$ cat src/rtl/pwm_fade_ctrl.sv
// Triangle-ramp sequencer for a pwm compare register.
// All compare/state changes land on period_tick so the pwm never sees a mid-period duty change.
module pwm_fade_ctrl #(
  parameter int unsigned CTR_LEN   = 8,
  parameter int unsigned DWELL_LEN = 8
) (
  input  logic                 clk,
  input  logic                 rst,
  input  logic                 period_tick,
  input  logic                 start,
  input  logic                 stop,
  input  logic [CTR_LEN-1:0]   cfg_min,
  input  logic [CTR_LEN-1:0]   cfg_max,
  input  logic [CTR_LEN-1:0]   cfg_step,
  input  logic [DWELL_LEN-1:0] cfg_dwell,
  input  logic                 cfg_loop,
  output logic [CTR_LEN-1:0]   compare,
  output logic                 busy,
  output logic                 done
);

  typedef enum logic [1:0] {StIdle, StUp, StDown, StFinish} state_e;

  state_e               state_q;
  logic [CTR_LEN-1:0]   min_q, max_q, step_q;
  logic [DWELL_LEN-1:0] dwell_q, dwell_cnt_q;
  logic                 loop_q, stop_pend_q, first_pend_q;

  // One extra bit so neither end of the ramp can wrap.
  logic [CTR_LEN:0] sum, diff;
  logic             hit_max, hit_min;

  always_comb begin
    sum     = {1'b0, compare} + {1'b0, step_q};
    diff    = {1'b0, compare} - {1'b0, step_q};
    hit_max = (sum >= {1'b0, max_q});
    hit_min = diff[CTR_LEN] || (diff[CTR_LEN-1:0] <= min_q);
  end

  assign busy = (state_q != StIdle);

  always_ff @(posedge clk or negedge rst) begin
    if (!rst) begin
      state_q      <= StIdle;
      compare      <= '0;
      done         <= 1'b0;
      min_q        <= '0;
      max_q        <= '0;
      step_q       <= '0;
      dwell_q      <= '0;
      loop_q       <= 1'b0;
      dwell_cnt_q  <= '0;
      stop_pend_q  <= 1'b0;
      first_pend_q <= 1'b0;
    end else begin
      done <= 1'b0;
      if (state_q == StIdle) begin
        if (start) begin
          min_q        <= cfg_min;
          max_q        <= (cfg_min > cfg_max) ? cfg_min : cfg_max;
          step_q       <= (cfg_step == '0) ? CTR_LEN'(1) : cfg_step;
          dwell_q      <= cfg_dwell;
          loop_q       <= cfg_loop;
          stop_pend_q  <= 1'b0;
          first_pend_q <= 1'b1;
          state_q      <= StUp;
        end
      end else if (period_tick && (stop || stop_pend_q)) begin
        // Graceful stop overrides any pending dwell.
        compare      <= '0;
        state_q      <= StIdle;
        done         <= 1'b1;
        stop_pend_q  <= 1'b0;
        first_pend_q <= 1'b0;
      end else begin
        if (stop) stop_pend_q <= 1'b1;
        if (period_tick) begin
          if (first_pend_q) begin
            compare      <= min_q;
            dwell_cnt_q  <= dwell_q;
            first_pend_q <= 1'b0;
          end else if (dwell_cnt_q != '0) begin
            dwell_cnt_q <= dwell_cnt_q - DWELL_LEN'(1);
          end else begin
            dwell_cnt_q <= dwell_q;
            case (state_q)
              StUp: begin
                if (hit_max) begin
                  compare <= max_q;
                  state_q <= StDown;
                end else begin
                  compare <= sum[CTR_LEN-1:0];
                end
              end
              StDown: begin
                if (hit_min) begin
                  compare <= min_q;
                  state_q <= loop_q ? StUp : StFinish;
                end else begin
                  compare <= diff[CTR_LEN-1:0];
                end
              end
              StFinish: begin
                compare <= '0;
                state_q <= StIdle;
                done    <= 1'b1;
              end
              default: state_q <= StIdle;
            endcase
          end
        end
      end
    end
  end

endmodule

$ cat config.mk
export PLATFORM = sky130hd
export DESIGN_NAME = pwm_fade_ctrl
export DESIGN_NICKNAME = d
export VERILOG_FILES = /design/src/rtl/pwm_fade_ctrl.sv
export SDC_FILE = /design/constraint.sdc
export NUM_CORES = 1
export LEC_CHECK = 0
export ABC_AREA = 1
export CAP_MARGIN = 10
export CORE_UTILIZATION = 60
export CTS_CLUSTER_SIZE = 10
export DETAILED_ROUTE_END_ITERATION = 7
export PLACE_DENSITY = 0.91
export SLEW_MARGIN = 40
export SYNTH_ARGS = -nofsm -noshare
export SYNTH_HDL_FRONTEND = slang
export SYNTH_SLANG_ARGS = --single-unit
$ cat constraint.sdc
create_clock -name clk -period 5.5 [get_ports clk]
set_clock_uncertainty 0.15 [all_clocks]
set_input_delay 1.1 -clock clk [delete_from_list [all_inputs] [get_ports clk]]
set_output_delay 1.1 -clock clk [all_outputs]
set_load 0.01 [all_outputs]
Yosys cells after proc, flatten, opt, wreduce, memory -nomap -nowiden. Index checks and enable logic that the tools add are counted.

Word-level logic and storage cells: 80. Input bits: 38. Bits in registers: 54. Output and inout port bits: 10.

Add/subtract/negate cells: 3. Bitwise logic cells: 2. Reduce and logical (&&, ||, !) cells: 17. Order comparisons: 3. Multiplexer cells: 35. Eq/ne operators: 9.

Operator list (count): $mux W8 (10); $pmux W8 S3 (1); $mux W2 (9); $mux W1 (14); $add A8 B8 Y9 (1); $ge A9 B8 Y1 (1); $sub A8 B8 Y9 (1); $gt A8 B8 Y1 (1); $le A8 B8 Y1 (1); $logic_not A8 Y1 (1); $ne A4 B4 Y1 const B (2); $reduce_bool A8 Y1 (1); $sub A8 B1 Y8 const B (1); $ne A3 B3 Y1 const B (2); $reduce_and A2 Y1 (3); $reduce_and A6 Y1 (1); $reduce_bool A3 Y1 (2); $reduce_bool A5 Y1 (1); $eq A2 B2 Y1 const B (2); $pmux W2 S2 (1); $reduce_and A4 Y1 (1); $reduce_bool A2 Y1 (2); $ne A3 B1 Y1 const B (1); $reduce_and A3 Y1 (1); other kinds (6) (8).

Longest topological paths before layout. Gate-level depths: netlist of the first run.

Word-level depth: 10. Gate-level depth with buffers: 24. Depth with buffers taken out: 24.

Least setup slack after synthesis of the first run. OpenSTA, ideal clock, no wires.

Path type: reg2reg. Start: reg compare[0]. End: reg compare[1]. Stages on the path, launching flop included: 23. Clock period less this slack: 3.114 ns. Slack: 2.386 ns. Library setup time: 0.117 ns. Buffers on the path: 1. Data arrival time: 2.847 ns. Cell sequence: dfrtp_1 -> inv_1 -> ha_1 -> inv_1 -> fa_1 -> nand3_1 -> nand2_1 -> a21oi_1 -> xor2_1 -> inv_1 -> ha_1 -> nand2_1 -> nor2_1 -> nand4_1 -> nand3_4 -> buf_6 -> nand2_1 -> nand3_1 -> nand2_1 -> nand2_1 -> nand2_1 -> nand2_1 -> nand2_1.

Word-level cells in the longest chain between the ends: 9. Elaborated cells between the ends (all ways): 12. Those cells by class: add/sub: 2; order compare: 2; mux: 7; reduce/logical: 1.

RTL lines: from (decl) (RTL line 17) `output logic [CTR_LEN-1:0] compare,`; from (signal assigned) (RTL line 79) `compare <= min_q;`; from (signal assigned) (RTL line 89) `compare <= max_q;`; from (signal assigned) (RTL line 92) `compare <= sum[CTR_LEN-1:0];`; $sub A8 B8 Y9 (RTL line 35) `diff = {1'b0, compare} - {1'b0, step_q};`; $le A8 B8 Y1 (RTL line 37) `hit_min = diff[CTR_LEN] || (diff[CTR_LEN-1:0] <= min_q);`; $logic_or A1 B1 Y1 (RTL line 37); $mux W8 (RTL line 96) `if (hit_min) begin`; $pmux W8 S3 * (RTL line 86) `case (state_q)`; $mux W8 * (RTL line 82) `end else if (dwell_cnt_q != '0) begin`; $mux W8 * (RTL line 78) `if (first_pend_q) begin`; $mux W8 * (RTL line 77) `if (period_tick) begin`; $mux W8 * (RTL line 68) `end else if (period_tick && (stop || stop_pend_q)) begin`.

Mark *: on every way between the ends. The rest lies on a longest branch, timed or not. The select of a mux whose other input is x is not followed. A chain may end at the register's enable or synchronous reset.

Worst setup path in the final report of the first run.
Start: reg compare[0]. End: reg state_q[0].

Word-level cells in the longest chain between the ends: 5. Elaborated cells between the ends (all ways): 8. Those cells by class: add/sub: 2; order compare: 2; eq/ne: 2; reduce/logical: 2.

RTL lines: $sub A8 B8 Y9 (RTL line 35); $le A8 B8 Y1 (RTL line 37); $logic_or A1 B1 Y1 (RTL line 37); $ne A4 B4 Y1 (no line); $reduce_and A6 Y1 (no line) *; to (signal assigned) (RTL line 44) `state_q <= StIdle;`; to (signal assigned) (RTL line 66) `state_q <= StUp;`; to (signal assigned) (RTL line 71) `state_q <= StIdle;`; to (decl) (RTL line 24) `state_e state_q;`.

Mark *: on every way between the ends. The rest lies on a longest branch, timed or not.

==> results.sh, run 1 <==
export IMPL_dp_hpwl_mm=7.96
export IMPL_postCtsHoldBufs=0
export IMPL_vias_per_cell=5.52
export IMPL_tightest_slew_ns=0.694
export IMPL_cp_data_required_time_ns=5.56
export IMPL_row_count=30
export IMPL_mappedNetlistArea_mm2=0.00422
export IMPL_synth_edf_count=0
export IMPL_crit_path_end_kind="register"
export IMPL_maxSlewViolCount=0
export IMPL_placed_cells=720
export IMPL_cts_tree="yes"
export IMPL_htreeDepth=2
export IMPL_ctsResizeCount=0
export IMPL_cp_arrival_ns=3.70
export IMPL_relSlewSlack_pct=53.3
export IMPL_ys_types=38
export IMPL_n_antenna_cell=0
export IMPL_highest_layer="met4"
export IMPL_cts_buffer_depth=2
export IMPL_synth_avg_cell_area_um2=7.16
export IMPL_floorplan_initialDensity_pct=62.2
export IMPL_drc=0
export IMPL_die_x_um=85.9
export IMPL_drtPass1Iterations=5
export IMPL_die_h_um=85.9
export IMPL_drt_iter0_markers=234
export IMPL_clk_pin_slew_ns=0.10
export IMPL_grt_pass1_wl_mm=17.6
export IMPL_grt_pass1_vias=3943
export IMPL_crit_fanout=13
export IMPL_timing_fmax_mhz=274
export IMPL_wl_met1_mm=4.42
export IMPL_vias=4017
export IMPL_async_flop_share_pct=100
export IMPL_status="complete, no violations"
export IMPL_start_kind="register"
export IMPL_ios=48
export IMPL_drive_above_1_share_pct=4.59
export IMPL_crit_type="reg -> reg"
export IMPL_antenna_left=0
export IMPL_ys_seq_area_share_pct=32.0
export IMPL_drt_wl_total_mm=10.2
export IMPL_wl_met3_um=593
export IMPL_ctsRootBufferMaster="clkbuf_8"
export IMPL_period_needed_ns=3.64
export IMPL_grt_max_degree=55
export IMPL_final_cells=728
export IMPL_setup_tns_ns=0
export IMPL_core_area_mm2=0.00679
export IMPL_maxCapViolCount=0
export IMPL_dieArea_mm2=0.00738
export IMPL_gr_total_overflow=0
export IMPL_port_buffers=47
export IMPL_grt_setup_unrepaired="false"
export IMPL_post_cts_buffers=0
export IMPL_fillers=524
export IMPL_synthesis_nets=678
export IMPL_grt_usage_pct=30.4
export IMPL_synthFlopType="dfrtp_1"
export IMPL_clk_latency_ns=0.31
export IMPL_ys_warn_count=0
export IMPL_antenna_found_initial=0
export IMPL_cts_buffers=5
export IMPL_nNetsFinal=719
export IMPL_wl_per_cell_um=14.1
export IMPL_area_growth_pct=14.8
export IMPL_final_hold_viol_count=0
export IMPL_post_route_period_util_pct=66.2
export IMPL_cts_sinks=54
export IMPL_gp_congestion=0.924
export IMPL_syn_inst=590
export IMPL_hp_class="reg -> reg"
export IMPL_setup_viol=0
export IMPL_layout_core_utilization_pct=71.3
export IMPL_wl_met2_mm=4.88
export IMPL_synth_seq_cells=54
-- placed cells by master, fill, tap and decap left out, types with 2 or more instances in the layout --
master,instances
a21o_1,2
a21oi_1,44
a21oi_4,2
clkbuf_8,6
clkdlybuf4s50_1,46
clkinv_1,2
clkinv_4,2
dfrtp_1,54
fa_1,2
ha_1,48
inv_1,86
inv_2,6
nand2_1,173
nand2_2,6
nand3_1,26
nand3_4,2
nand4_1,13
nor2_1,24
nor2_2,2
o211ai_1,4
o21ai_0,45
o21ai_1,11
o21bai_1,2
xnor2_1,2
xor2_1,9
-- Yosys cell counts (all sizes together), types with 2 or more instances --
library cell  count  area (um2)
o21bai            2        15.0
a21o              2        15.0
nand4            13        81.3
ha               48         601
o211ai            4        30.0
fa                2        40.0
clkinv            2        7.51
xnor2             2        17.5
clkbuf            8        30.0
nand2           179         684
a21oi            46         253
dfrtp            54        1350
nand3            28         165
xor2              9        78.8
buf               6        42.5
o21ai            56         280
inv              92         345
nor2             27         114
-- kinds of logic (layout without fill, tap and decap cells) --
kind of cell / Yosys count / count (layout) / synth area share, %
flops: 54 / 54 / 32.0
xor+xnor: 11 / 11 / 2.28
fa+ha+maj: 50 / 50 / 15.2
simple gates: 252 / 252 / 25.5
compound gates: 115 / 115 / 15.0
buf+inv: 108 / 150 / 10.1
-- layout make-up --
type / count / area [um2] / share of cell area, %
clock inverters: 2 / 17.5 / 0.361
clock buffers: 6 / 82.6 / 1.70
multi-input cells: 428 / 2450 / 50.5
well taps: 96 / 120 / 2.48
repair buffers: 48 / 473 / 9.76
flip-flops and latches: 54 / 1350 / 27.9
inverters: 94 / 353 / 7.28
-- through the flow --
step / setup WS [ns] / hold slack, ns / area (um2)
after floorplan: 2.39 / 0.299 / 4220
after global placement: 2.00 / 0.315 / 4740
after detailed placement: 1.89 / 0.316 / 4740
after CTS: 1.89 / 0.344 / 4840
after global routing: 1.56 / 0.378 / 4850
final: 1.86 / 0.340 / 4850
-- registers in the layout (all words and copies together), names as in the netlist --
name	cells
state_q	2
max_q	8
stop_pend_q	1
dwell_cnt_q	8
min_q	8
loop_q	1
done	1
compare	8
first_pend_q	1
dwell_q	8
step_q	8
-- critical path: stages (launching register included) --
cell and delay [ns]:
dfrtp_1 0.44, inv_1 0.08, ha_1 0.15, inv_1 0.07, fa_1 0.40, nand3_1 0.10
nand2_1 0.11, a21oi_1 0.18, xor2_1 0.19, inv_1 0.09, ha_1 0.27, nand2_1 0.07
nor2_1 0.17, nand4_1 0.26, nand3_4 0.26, o21ai_1 0.12, o21ai_1 0.21, nand2_1 0.11
nand2_1 0.07, nand2_1 0.05
-- worst paths after layout --
check                                             from                      to  slack (ns)  depth (start not counted)
min in group asynchronous                          rst  state_q[1]$_DFFE_PN0P_        0.75                          2
worst min register to register  dwell_q[1]$_DFFE_PN0P_  dwell_q[1]$_DFFE_PN0P_        0.34                          2
worst min-delay path            dwell_q[1]$_DFFE_PN0P_  dwell_q[1]$_DFFE_PN0P_        0.34                          2
max in group asynchronous                          rst    max_q[2]$_DFFE_PN0P_        3.97                          2
worst max register to register  compare[0]$_DFFE_PN0P_  state_q[0]$_DFFE_PN0P_        1.86                         19
worst max-delay path            compare[0]$_DFFE_PN0P_  state_q[0]$_DFFE_PN0P_        1.86                         19
-- routing by layer --
layer,GRT usage (%),vias to the layer above
met5,0,-
met4,12.4,0
met3,4.43,31
met2,50.6,134
met1,39.9,1871
li1,-,1981
Power of run 1 is not shown: default switching activity piles up to over one toggle a cycle in this logic, so the estimate is an artifact.
==> run 2, diff against run 1 <==
Settings changed: CORE_UTILIZATION 60 to 57, PLACE_DENSITY 0.91 to 0.88.
Clock period 5.5 ns to 3.7 ns, I/O delays scaled along.
==> run 2 against run 1 <==
- sequential share of layout area is 0.33 points lower
- core utilization fell by 3.3 points
- via count down 0.47%
- final area up 1.2%
- first-iteration DRC count is 31% higher
- critical path depth grew 5
- final cell count increased by 1.2%
- worst setup slack worse by 1.6 ns
==> results.sh, run 2 (synthesis gave the netlist of run 1 again) <==
export IMPL_grt_max_degree=30
export IMPL_nNetsFinal=725
export IMPL_cts_sinks=54
export IMPL_die_h_um=88.1
export IMPL_port_buffers=47
export IMPL_placed_cells=725
export IMPL_layout_core_utilization_pct=68.0
export IMPL_vias_per_cell=5.42
export IMPL_final_cell_mix="173 x nand2_1, 87 x inv_1, 54 x dfrtp_1, 47 x ha_1, 46 x clkdlybuf4s50_1"
export IMPL_floorplan_initialDensity_pct=58.6
export IMPL_maxSlewViolCount=0
export IMPL_drt_iter0_markers=307
export IMPL_clockPowerShare_pct=7.3
export IMPL_maxCapViolCount=0
export IMPL_antenna_left=0
export IMPL_vdd_drop_max_mv=0.386
export IMPL_antenna_found_initial=0
export IMPL_wl_per_cell_um=14.5
export IMPL_dieArea_mm2=0.00776
export IMPL_r2r_setup_slack_ns=0.23
export IMPL_setup_ws_ns=0.229
export IMPL_p_int_w=0.00229
export IMPL_die_x_um=88.1
export IMPL_crit_type="reg -> reg"
export IMPL_ios=48
export IMPL_gp_congestion=0.942
export IMPL_grt_usage_pct=29.1
export IMPL_switchingPower_w=0.00275
export IMPL_combPwrFrac_pct=71.2
export IMPL_crit_path_end_kind="register"
export IMPL_drt_wl_total_mm=10.7
export IMPL_post_route_period_util_pct=93.8
export IMPL_relSlewSlack_pct=50.1
export IMPL_cp_arrival_ns=3.59
export IMPL_crit_chain="inv_1, ha_1, inv_1, fa_1, nand3_1, nand2_1, a21oi_2, xor2_1, inv_1, ha_1, nand2_1, nor2_1, nand4_1, buf_4, buf_4, inv_1, a21oi_1, nand3_1, nand3_1, nand2_1, nand2_1, nand2_1, nand2_1, nand2_1"
export IMPL_final_cells=737
export IMPL_grt_pass1_vias=3802
export IMPL_drc=0
export IMPL_area_growth_pct=16.1
export IMPL_power_w=0.00504
export IMPL_drtPass1Iterations=5
export IMPL_drive_above_1_share_pct=5.80
export IMPL_tightest_slew_ns=0.745
export IMPL_cp_data_required_time_ns=3.82
export IMPL_layout_commonest_cell="nand2_1"
export IMPL_path_buf_inv=6
export IMPL_slowest_stage="dfrtp_1"
export IMPL_core_area_mm2=0.00721
export IMPL_p_sw_share_pct=54.5
export IMPL_vias=3998
export IMPL_dp_hpwl_mm=8.39
export IMPL_hp_class="in -> async"
export IMPL_crit_top_cell="nand2_1"
export IMPL_p_leak_nw=2.60
export IMPL_cp_top_family="simple AND/OR/NAND/NOR gates"
export IMPL_max_stage_delay_ns=0.43
export IMPL_p_per_area_mw_per_mm2=1030
export IMPL_crit_fanout=4
export IMPL_row_count=31
export IMPL_status="complete, no violations"
export IMPL_gr_total_overflow=0
export IMPL_cts_tree="yes"
export IMPL_pre_cts_ws_ns=0.104
export IMPL_postCtsHoldBufs=0
export IMPL_fillers=650
export IMPL_cts_buffer_depth=2
export IMPL_clk_latency_ns=0.32
export IMPL_final_hold_viol_count=0
export IMPL_start_kind="register"
export IMPL_grt_setup_unrepaired="false"
export IMPL_n_antenna_cell=0
export IMPL_setup_viol=0
export IMPL_clk_pin_slew_ns=0.11
export IMPL_ctsRootBufferMaster="clkbuf_8"
export IMPL_period_needed_ns=3.47
export IMPL_timing_fmax_mhz=288
export IMPL_cts_buffers=5
export IMPL_grt_pass1_wl_mm=17.3
export IMPL_htreeDepth=2
export IMPL_p_seq_share_pct=21.5
export IMPL_setup_tns_ns=0
-- run 2: metal layers --
layer  vias up  track usage, %  wire length (um)
met5         -               0                 0
met4         0            8.36               164
met3        16            3.58               626
met2       133            50.0              5110
met1      1852            38.6              4750
li1       1997               -                 -
-- run 2: layout make-up --
| cell class | count | area [um2] | area share [%] |
|---|---|---|---|
| Timing Repair Buffer | 53 | 510 | 10.4 |
| Multi-Input combinational cell | 429 | 2470 | 50.3 |
| Clock inverter | 3 | 28.8 | 0.587 |
| Sequential cell | 54 | 1350 | 27.5 |
| Inverter | 94 | 353 | 7.19 |
| Tap cell | 99 | 124 | 2.52 |
| Clock buffer | 5 | 68.8 | 1.40 |
-- run 2: path summary, 6_finish.rpt --
| kind | start | end | depth (start not counted) |
|---|---|---|---|
| worst max register to register | compare[0]$_DFFE_PN0P_ | compare[7]$_DFFE_PN0P_ | 24 |
| worst min-delay path | rst | step_q[5]$_DFFE_PN0P_ | 1 |
| min in group clk | loop_q$_DFFE_PN0P_ | loop_q$_DFFE_PN0P_ | 2 |
| worst max-delay path | compare[0]$_DFFE_PN0P_ | compare[7]$_DFFE_PN0P_ | 24 |
| max in group asynchronous | rst | min_q[2]$_DFFE_PN0P_ | 2 |
| worst min register to register | loop_q$_DFFE_PN0P_ | loop_q$_DFFE_PN0P_ | 2 |
-- run 2: stage by stage --
step / instance area [um2] / hold WS (ns)
CTS: 4860 / 0.334
global route: 4910 / 0.363
detailed placement: 4760 / 0.320
finish: 4910 / 0.311
global placement: 4760 / 0.319
floorplan: 4220 / 0.294
-- run 2: worst register-to-register path, delay by kind of cell, from the launching register on --
kind,cells,cell delay (ns)
and+or+nand+nor,12,1.05
buffers and inverters,6,0.57
xor gates and xnor gates,1,0.16
adders and majority gates,3,0.83
AOI/OAI and AO/OA,2,0.22
DFF,1,0.43
-- run 2: power groups by stage --
stage	logic, W	registers [W]	clock network, W
2_1_floorplan	0.00267	0.00103	0
3_3_place_gp	0.00336	0.00107	0
3_5_place_dp	0.00346	0.00109	0
4_1_cts	0.00349	0.00108	0.000369
5_1_grt	0.00409	0.00112	0.000391
6_report	0.00359	0.00108	0.000367
-- run 2: repair_timing --
action,in CTS,in global routing
buffers inserted,0,3
resized for setup,0,4
setup endpoints to repair,0,10
(Power assumes the default switching activity.)
